==> src/rtl/alu_arbiter_if.sv <==
// Bundle for alu_arbiter: two request/response channels plus the shared ALU ports.
// The slave modport is the arbiter; the master modport is its environment, including the ALU.
interface alu_arbiter_if;
  logic        req0_valid;
  logic        req0_ready;
  logic [31:0] req0_a;
  logic [31:0] req0_b;
  logic [3:0]  req0_op;
  logic        req1_valid;
  logic        req1_ready;
  logic [31:0] req1_a;
  logic [31:0] req1_b;
  logic [3:0]  req1_op;

  logic        rsp0_valid;
  logic        rsp0_ready;
  logic [31:0] rsp0_result;
  logic        rsp0_zero;
  logic        rsp0_err;
  logic        rsp1_valid;
  logic        rsp1_ready;
  logic [31:0] rsp1_result;
  logic        rsp1_zero;
  logic        rsp1_err;

  logic [31:0] alu_a;
  logic [31:0] alu_b;
  logic [3:0]  alu_ctrl;
  logic [31:0] alu_result;
  logic        alu_zero;

  modport slave (
    input  req0_valid, req0_a, req0_b, req0_op,
    input  req1_valid, req1_a, req1_b, req1_op,
    output req0_ready, req1_ready,
    output rsp0_valid, rsp0_result, rsp0_zero, rsp0_err,
    output rsp1_valid, rsp1_result, rsp1_zero, rsp1_err,
    input  rsp0_ready, rsp1_ready,
    output alu_a, alu_b, alu_ctrl,
    input  alu_result, alu_zero
  );

  modport master (
    output req0_valid, req0_a, req0_b, req0_op,
    output req1_valid, req1_a, req1_b, req1_op,
    input  req0_ready, req1_ready,
    input  rsp0_valid, rsp0_result, rsp0_zero, rsp0_err,
    input  rsp1_valid, rsp1_result, rsp1_zero, rsp1_err,
    output rsp0_ready, rsp1_ready,
    input  alu_a, alu_b, alu_ctrl,
    output alu_result, alu_zero
  );
endinterface

==> src/rtl/alu_arbiter.sv <==
// Two-requester arbiter for one shared ALU: IDLE -> EXEC -> RESP, one operation in flight.
// Define ALU_ARB_RR_EN for round-robin grants; otherwise requester 0 has fixed priority.
module alu_arbiter (
  input  logic         clk,
  input  logic         rst,
  alu_arbiter_if.slave bus
);
  localparam int DATA_W = 32;
  localparam int OP_W   = 4;

  typedef enum logic [1:0] {IDLE, EXEC, RESP} state_t;

  function automatic logic is_legal_op(input logic [OP_W-1:0] op);
    case (op)
      4'b0000, 4'b0001, 4'b0010, 4'b0100,
      4'b1000, 4'b1001, 4'b1010, 4'b1011: return 1'b1;
      default:                            return 1'b0;
    endcase
  endfunction

  state_t             state;
  logic               gnt0, gnt1;
  logic [DATA_W-1:0]  sel_a, sel_b;
  logic [OP_W-1:0]    sel_op;

  logic               gnt_id_p0;
  logic               err_p0;
  logic [DATA_W-1:0]  alu_a_p0, alu_b_p0;
  logic [OP_W-1:0]    alu_ctrl_p0;

  logic [DATA_W-1:0]  result_p1;
  logic               zero_p1, err_p1;
  logic               vld0_p1, vld1_p1;

`ifdef ALU_ARB_RR_EN
  logic ptr;

  always_comb begin
    gnt0 = 1'b0;
    gnt1 = 1'b0;
    if (state == IDLE) begin
      if (bus.req0_valid && bus.req1_valid) begin
        gnt0 = ~ptr;
        gnt1 = ptr;
      end else begin
        gnt0 = bus.req0_valid;
        gnt1 = bus.req1_valid;
      end
    end
  end
`else
  always_comb begin
    gnt0 = (state == IDLE) && bus.req0_valid;
    gnt1 = (state == IDLE) && bus.req1_valid && !bus.req0_valid;
  end
`endif

  always_comb begin
    sel_a  = gnt1 ? bus.req1_a  : bus.req0_a;
    sel_b  = gnt1 ? bus.req1_b  : bus.req0_b;
    sel_op = gnt1 ? bus.req1_op : bus.req0_op;
  end

  assign bus.req0_ready  = gnt0;
  assign bus.req1_ready  = gnt1;
  assign bus.alu_a       = alu_a_p0;
  assign bus.alu_b       = alu_b_p0;
  assign bus.alu_ctrl    = alu_ctrl_p0;
  assign bus.rsp0_valid  = vld0_p1;
  assign bus.rsp1_valid  = vld1_p1;
  assign bus.rsp0_result = result_p1;
  assign bus.rsp1_result = result_p1;
  assign bus.rsp0_zero   = zero_p1;
  assign bus.rsp1_zero   = zero_p1;
  assign bus.rsp0_err    = err_p1;
  assign bus.rsp1_err    = err_p1;

  always_ff @(posedge clk) begin
    if (rst) begin
      state       <= IDLE;
      gnt_id_p0   <= 1'b0;
      err_p0      <= 1'b0;
      alu_a_p0    <= '0;
      alu_b_p0    <= '0;
      alu_ctrl_p0 <= '0;
      result_p1   <= '0;
      zero_p1     <= 1'b0;
      err_p1      <= 1'b0;
      vld0_p1     <= 1'b0;
      vld1_p1     <= 1'b0;
`ifdef ALU_ARB_RR_EN
      ptr         <= 1'b0;
`endif
    end else begin
      case (state)
        // p0: accept request; illegal codes keep the ALU ports parked at 0/ADD
        IDLE: begin
          if (gnt0 || gnt1) begin
            gnt_id_p0 <= gnt1;
            err_p0    <= !is_legal_op(sel_op);
            if (is_legal_op(sel_op)) begin
              alu_a_p0    <= sel_a;
              alu_b_p0    <= sel_b;
              alu_ctrl_p0 <= sel_op;
            end else begin
              alu_a_p0    <= '0;
              alu_b_p0    <= '0;
              alu_ctrl_p0 <= '0;
            end
`ifdef ALU_ARB_RR_EN
            ptr <= gnt0;
`endif
            state <= EXEC;
          end
        end
        // p1: capture the ALU result and release the ALU
        EXEC: begin
          result_p1   <= err_p0 ? '0   : bus.alu_result;
          zero_p1     <= err_p0 ? 1'b0 : bus.alu_zero;
          err_p1      <= err_p0;
          vld0_p1     <= !gnt_id_p0;
          vld1_p1     <= gnt_id_p0;
          alu_a_p0    <= '0;
          alu_b_p0    <= '0;
          alu_ctrl_p0 <= '0;
          state       <= RESP;
        end
        RESP: begin
          if ((vld0_p1 && bus.rsp0_ready) || (vld1_p1 && bus.rsp1_ready)) begin
            vld0_p1 <= 1'b0;
            vld1_p1 <= 1'b0;
            state   <= IDLE;
          end
        end
        default: state <= IDLE;
      endcase
    end
  end
endmodule

==> src/flat_wrapper.sv <==
// flat-port wrapper written by rule: the top's interface ports become plain ports
module alu_arbiter_flat 
  (clk, rst, bus_req0_valid, bus_req0_a, bus_req0_b, bus_req0_op, bus_req1_valid, bus_req1_a, bus_req1_b, bus_req1_op, bus_req0_ready, bus_req1_ready, bus_rsp0_valid, bus_rsp0_result, bus_rsp0_zero, bus_rsp0_err, bus_rsp1_valid, bus_rsp1_result, bus_rsp1_zero, bus_rsp1_err, bus_rsp0_ready, bus_rsp1_ready, bus_alu_a, bus_alu_b, bus_alu_ctrl, bus_alu_result, bus_alu_zero);
  alu_arbiter_if bus_i ();
  input  logic clk;
  input  logic rst;
  input wire logic [$bits(bus_i.req0_valid)-1:0] bus_req0_valid;
  input wire logic [$bits(bus_i.req0_a)-1:0] bus_req0_a;
  input wire logic [$bits(bus_i.req0_b)-1:0] bus_req0_b;
  input wire logic [$bits(bus_i.req0_op)-1:0] bus_req0_op;
  input wire logic [$bits(bus_i.req1_valid)-1:0] bus_req1_valid;
  input wire logic [$bits(bus_i.req1_a)-1:0] bus_req1_a;
  input wire logic [$bits(bus_i.req1_b)-1:0] bus_req1_b;
  input wire logic [$bits(bus_i.req1_op)-1:0] bus_req1_op;
  output wire logic [$bits(bus_i.req0_ready)-1:0] bus_req0_ready;
  output wire logic [$bits(bus_i.req1_ready)-1:0] bus_req1_ready;
  output wire logic [$bits(bus_i.rsp0_valid)-1:0] bus_rsp0_valid;
  output wire logic [$bits(bus_i.rsp0_result)-1:0] bus_rsp0_result;
  output wire logic [$bits(bus_i.rsp0_zero)-1:0] bus_rsp0_zero;
  output wire logic [$bits(bus_i.rsp0_err)-1:0] bus_rsp0_err;
  output wire logic [$bits(bus_i.rsp1_valid)-1:0] bus_rsp1_valid;
  output wire logic [$bits(bus_i.rsp1_result)-1:0] bus_rsp1_result;
  output wire logic [$bits(bus_i.rsp1_zero)-1:0] bus_rsp1_zero;
  output wire logic [$bits(bus_i.rsp1_err)-1:0] bus_rsp1_err;
  input wire logic [$bits(bus_i.rsp0_ready)-1:0] bus_rsp0_ready;
  input wire logic [$bits(bus_i.rsp1_ready)-1:0] bus_rsp1_ready;
  output wire logic [$bits(bus_i.alu_a)-1:0] bus_alu_a;
  output wire logic [$bits(bus_i.alu_b)-1:0] bus_alu_b;
  output wire logic [$bits(bus_i.alu_ctrl)-1:0] bus_alu_ctrl;
  input wire logic [$bits(bus_i.alu_result)-1:0] bus_alu_result;
  input wire logic [$bits(bus_i.alu_zero)-1:0] bus_alu_zero;
  assign bus_i.req0_valid = bus_req0_valid;
  assign bus_i.req0_a = bus_req0_a;
  assign bus_i.req0_b = bus_req0_b;
  assign bus_i.req0_op = bus_req0_op;
  assign bus_i.req1_valid = bus_req1_valid;
  assign bus_i.req1_a = bus_req1_a;
  assign bus_i.req1_b = bus_req1_b;
  assign bus_i.req1_op = bus_req1_op;
  assign bus_req0_ready = bus_i.req0_ready;
  assign bus_req1_ready = bus_i.req1_ready;
  assign bus_rsp0_valid = bus_i.rsp0_valid;
  assign bus_rsp0_result = bus_i.rsp0_result;
  assign bus_rsp0_zero = bus_i.rsp0_zero;
  assign bus_rsp0_err = bus_i.rsp0_err;
  assign bus_rsp1_valid = bus_i.rsp1_valid;
  assign bus_rsp1_result = bus_i.rsp1_result;
  assign bus_rsp1_zero = bus_i.rsp1_zero;
  assign bus_rsp1_err = bus_i.rsp1_err;
  assign bus_i.rsp0_ready = bus_rsp0_ready;
  assign bus_i.rsp1_ready = bus_rsp1_ready;
  assign bus_alu_a = bus_i.alu_a;
  assign bus_alu_b = bus_i.alu_b;
  assign bus_alu_ctrl = bus_i.alu_ctrl;
  assign bus_i.alu_result = bus_alu_result;
  assign bus_i.alu_zero = bus_alu_zero;
  alu_arbiter u_core (.clk(clk), .rst(rst), .bus(bus_i));
endmodule
==> config.mk <==
export PLATFORM = sky130hd
export DESIGN_NAME = alu_arbiter_flat
export DESIGN_NICKNAME = d
export VERILOG_FILES = /design/src/rtl/alu_arbiter_if.sv /design/src/rtl/alu_arbiter.sv /design/src/flat_wrapper.sv
export SDC_FILE = /design/constraint.sdc
export NUM_CORES = 1
export LEC_CHECK = 0
export BUFFER_PORTS_ARGS = -buffer_cell sky130_fd_sc_hd__buf_4
export CORE_AREA = 2 2 123 125
export CTS_CLUSTER_DIAMETER = 60
export CTS_CLUSTER_SIZE = 20
export DETAILED_ROUTE_END_ITERATION = 16
export DIE_AREA = 0 0 125 127
export PLACE_DENSITY = 0.71
export SETUP_SLACK_MARGIN = 0.4
export SLEW_MARGIN = 20
export SYNTH_ARGS = -nofsm -noshare
export SYNTH_HDL_FRONTEND = slang
export SYNTH_SLANG_ARGS = --single-unit
==> constraint.sdc <==
create_clock -name clk -period 2.5 [get_ports clk]
set_input_delay 0.25 -clock clk [delete_from_list [all_inputs] [get_ports clk]]
set_output_delay 0.25 -clock clk [all_outputs]
set_load 0.01 [all_outputs]
==> results.cfg <==
[place]
io_buffers = 314
dp_cells = 957
gp_congestion = 0.784
placed_area_um2 = 6970
hpwl_mm = 11.3

[synth]
synth_edf_count = 0
synthFlopType = dfxtp_1
synth_seq_cells = 108
synthesis.nets = 696
yosysTopAreaCell = dfxtp_1
synthTopCellsByArea = dfxtp_1, mux2i_1, nand2_1
synth_seq_area_share_pct = 45.9
netlist_instances = 521
ys_types = 30
async_reset_ff_share_pct = 0
synth.top_cell.area_share_pct = 45.9
avgSynthCellArea_um2 = 9.05
syn-cell-area_um2 = 4710
ys_warn_count = 0

[power_and_ir_drop]
ir_drop_v = 0.000308
p_leak_uw = 0.00325
pwr_density_cell_nw_per_um2 = 637

[routing]
firstDrtPassIters = 4
drt-initial-drc-count = 151
via_count = 4557
vias_per_cell = 4.69
route.detailed.drc = 0
postRouteAntennaNets = 0
wirelength_mm = 14.8
wl_per_cell_um = 15.2

[clock_tree]
cts_sinks = 108
clk_root_buffer_cell = clkbuf_16
ctsHtreeMaxLevel = 3
cts_buffers = 9
cts_tree = built
clk_pin_slew_ns = 0.07
cts_buffer_depth = 2
clock_latency_ns = 0.35
cts_setup_buffers = 0

[grt]
grt_pass1_wl_mm = 23.0
grt_max_degree = 55
antenna_found_initial = 0
grt_pass1_vias = 4503
grt_overflow_total = 0
grt_usage_pct = 18.1

[sta]
min_period_ns = 2.02
grt_setup_unrepaired = true
tns_ns = 0
timing.final.crit_share_pct = 80.7
finalMaxSlewViolations = 0
finalSetupViolCount = 0
worst_pin_slew_ns = 0.697
fmax_mhz = 496
finClkSkew_ns = 0.00824
hold_viol = 0
relSlewSlack_pct = 53.5

[floorplanning]
die_width_um = 125
num_rows = 44
initial_core_util_pct = 32.7
dieArea_um2 = 15900
core_um2 = 14400
die_h_um = 127
io_pins = 315

[worst_hold_path]
hp-class = input port to flip-flop
hold_path_depth = 3

[setup_path]
cp_max_fo = 16
crit_type = flip-flop to primary output
worstSetupEndpointType = primary output
reg2reg_depth = 6
start_kind = flip-flop
worstPathArrival_ns = 1.77
regToRegSetupSlack_ns = 0.49
crit_required_ns = 2.25

[cells_and_area]
fillers = 1414
areaGrowthSynthToFinish_pct = 55.4
antenna_cells = 0
drive_gt1_share_pct = 44.9
final_util_pct = 50.8
nNetsFinal = 959
fin_area_um2 = 7320
final-instance-count-excl-fill = 972

[status]
status = finished, final reports clean

[flow_run]
maxCapViolCount = 0
-- critical path, stage by stage, from the launching register on --
cell	delay (ns)
dfxtp_1	0.43
nor4b_4	0.46
buf_4	0.36
buf_4	0.17
-- flip-flops by register name (all words and copies together) (netlist names) --
signal                  cells
u_core.err_p0               1
u_core.bus.rsp0_zero        1
u_core.bus.rsp0_err         1
u_core.bus.alu_ctrl         4
u_core.bus.rsp0_valid       1
u_core.bus.alu_b           32
u_core.bus.rsp0_result     32
u_core.state                2
u_core.gnt_id_p0            1
u_core.bus.alu_a           32
u_core.bus.rsp1_valid       1
-- layout by cell type (no fill, tap or decap), drive strengths merged, types with 2 or more instances in the layout --
master	n
dfxtp	108
nor4	2
inv	2
clkbuf	11
a32o	2
a21oi	37
nor2	6
mux2i	67
nor2b	4
mux2	2
nand3b	34
nand2	102
buf	324
o21ai	72
bufinv	3
o21a	2
nor3	2
-- per-stage QoR --
stage,power [µW],setup WS (ns),hold slack [ns]
CTS,4730,0.419,0.147
finish,4660,0.482,0.157
floorplan,2520,0.608,0.414
detailed placement,3070,0.274,0.442
global route,4900,0.355,0.154
global placement,3060,0.346,0.436
-- cell usage after synthesis (2+ instances only) --
cell type / instances
mux2_1: 2
a21oi_1: 37
buf_6: 4
o21ai_1: 57
o21ai_0: 5
o21a_1: 2
dfxtp_1: 108
buf_4: 36
nor2_1: 6
nand2_1: 102
inv_1: 2
buf_2: 7
buf_1: 2
nand3b_1: 34
mux2i_1: 67
a32o_1: 2
clkbuf_1: 23
nor2b_1: 4
o21ai_2: 10
-- kinds of logic after synthesis --
group | share of synthesized area, %
AO/OA/AOI/OAI | 13.6
buffers and inverters | 9.58
multiplexers | 14.7
flip-flops | 45.9
AND/OR/NAND/NOR | 16.2
-- worst paths after layout --
check / end / from
worst max-delay path: bus_req1_ready / u_core.state[0]
worst max register to register: u_core.bus.alu_b[26] / u_core.state[0]
worst min-delay path: u_core.bus.alu_b[30] / bus_req0_b[30]
worst min register to register: u_core.bus.alu_a[19] / u_core.bus.alu_a[19]
-- where the power goes --
group / internal (µW) / switching (µW)
Clock: 1000 / 643
Combinational: 568 / 486
Sequential: 1860 / 103
-- layout make-up --
type / instances / area [µm²] / area share, %
Timing Repair Buffer: 324 / 2450 / 33.5
Inverter: 2 / 7.51 / 0.102
Multi-Input combinational cell: 339 / 2130 / 29.1
Clock buffer: 11 / 243 / 3.31
Tap cell: 184 / 230 / 3.14
Clock inverter: 4 / 97.6 / 1.33
Sequential cell: 108 / 2160 / 29.5
-- repair_timing --
item                                    in CTS  in global routing
hold buffers                                 0                  0
pin swaps                                    0                  1
endpoints found under the setup margin      42                 69
resized for setup                            2                  1
hold endpoints to repair                     0                  0
-- routing by layer --
layer	routed length (µm)	share of wire, %	vias up	global-route usage [%]
met3	1380	9.3	13	6.62
met4	155	1.0	0	5.03
met5	0	0	-	0
met1	5900	40	2069	20.8
met2	7340	50	203	31.7
li1	-	-	2272	-
Power figures use the tool's default switching activity.
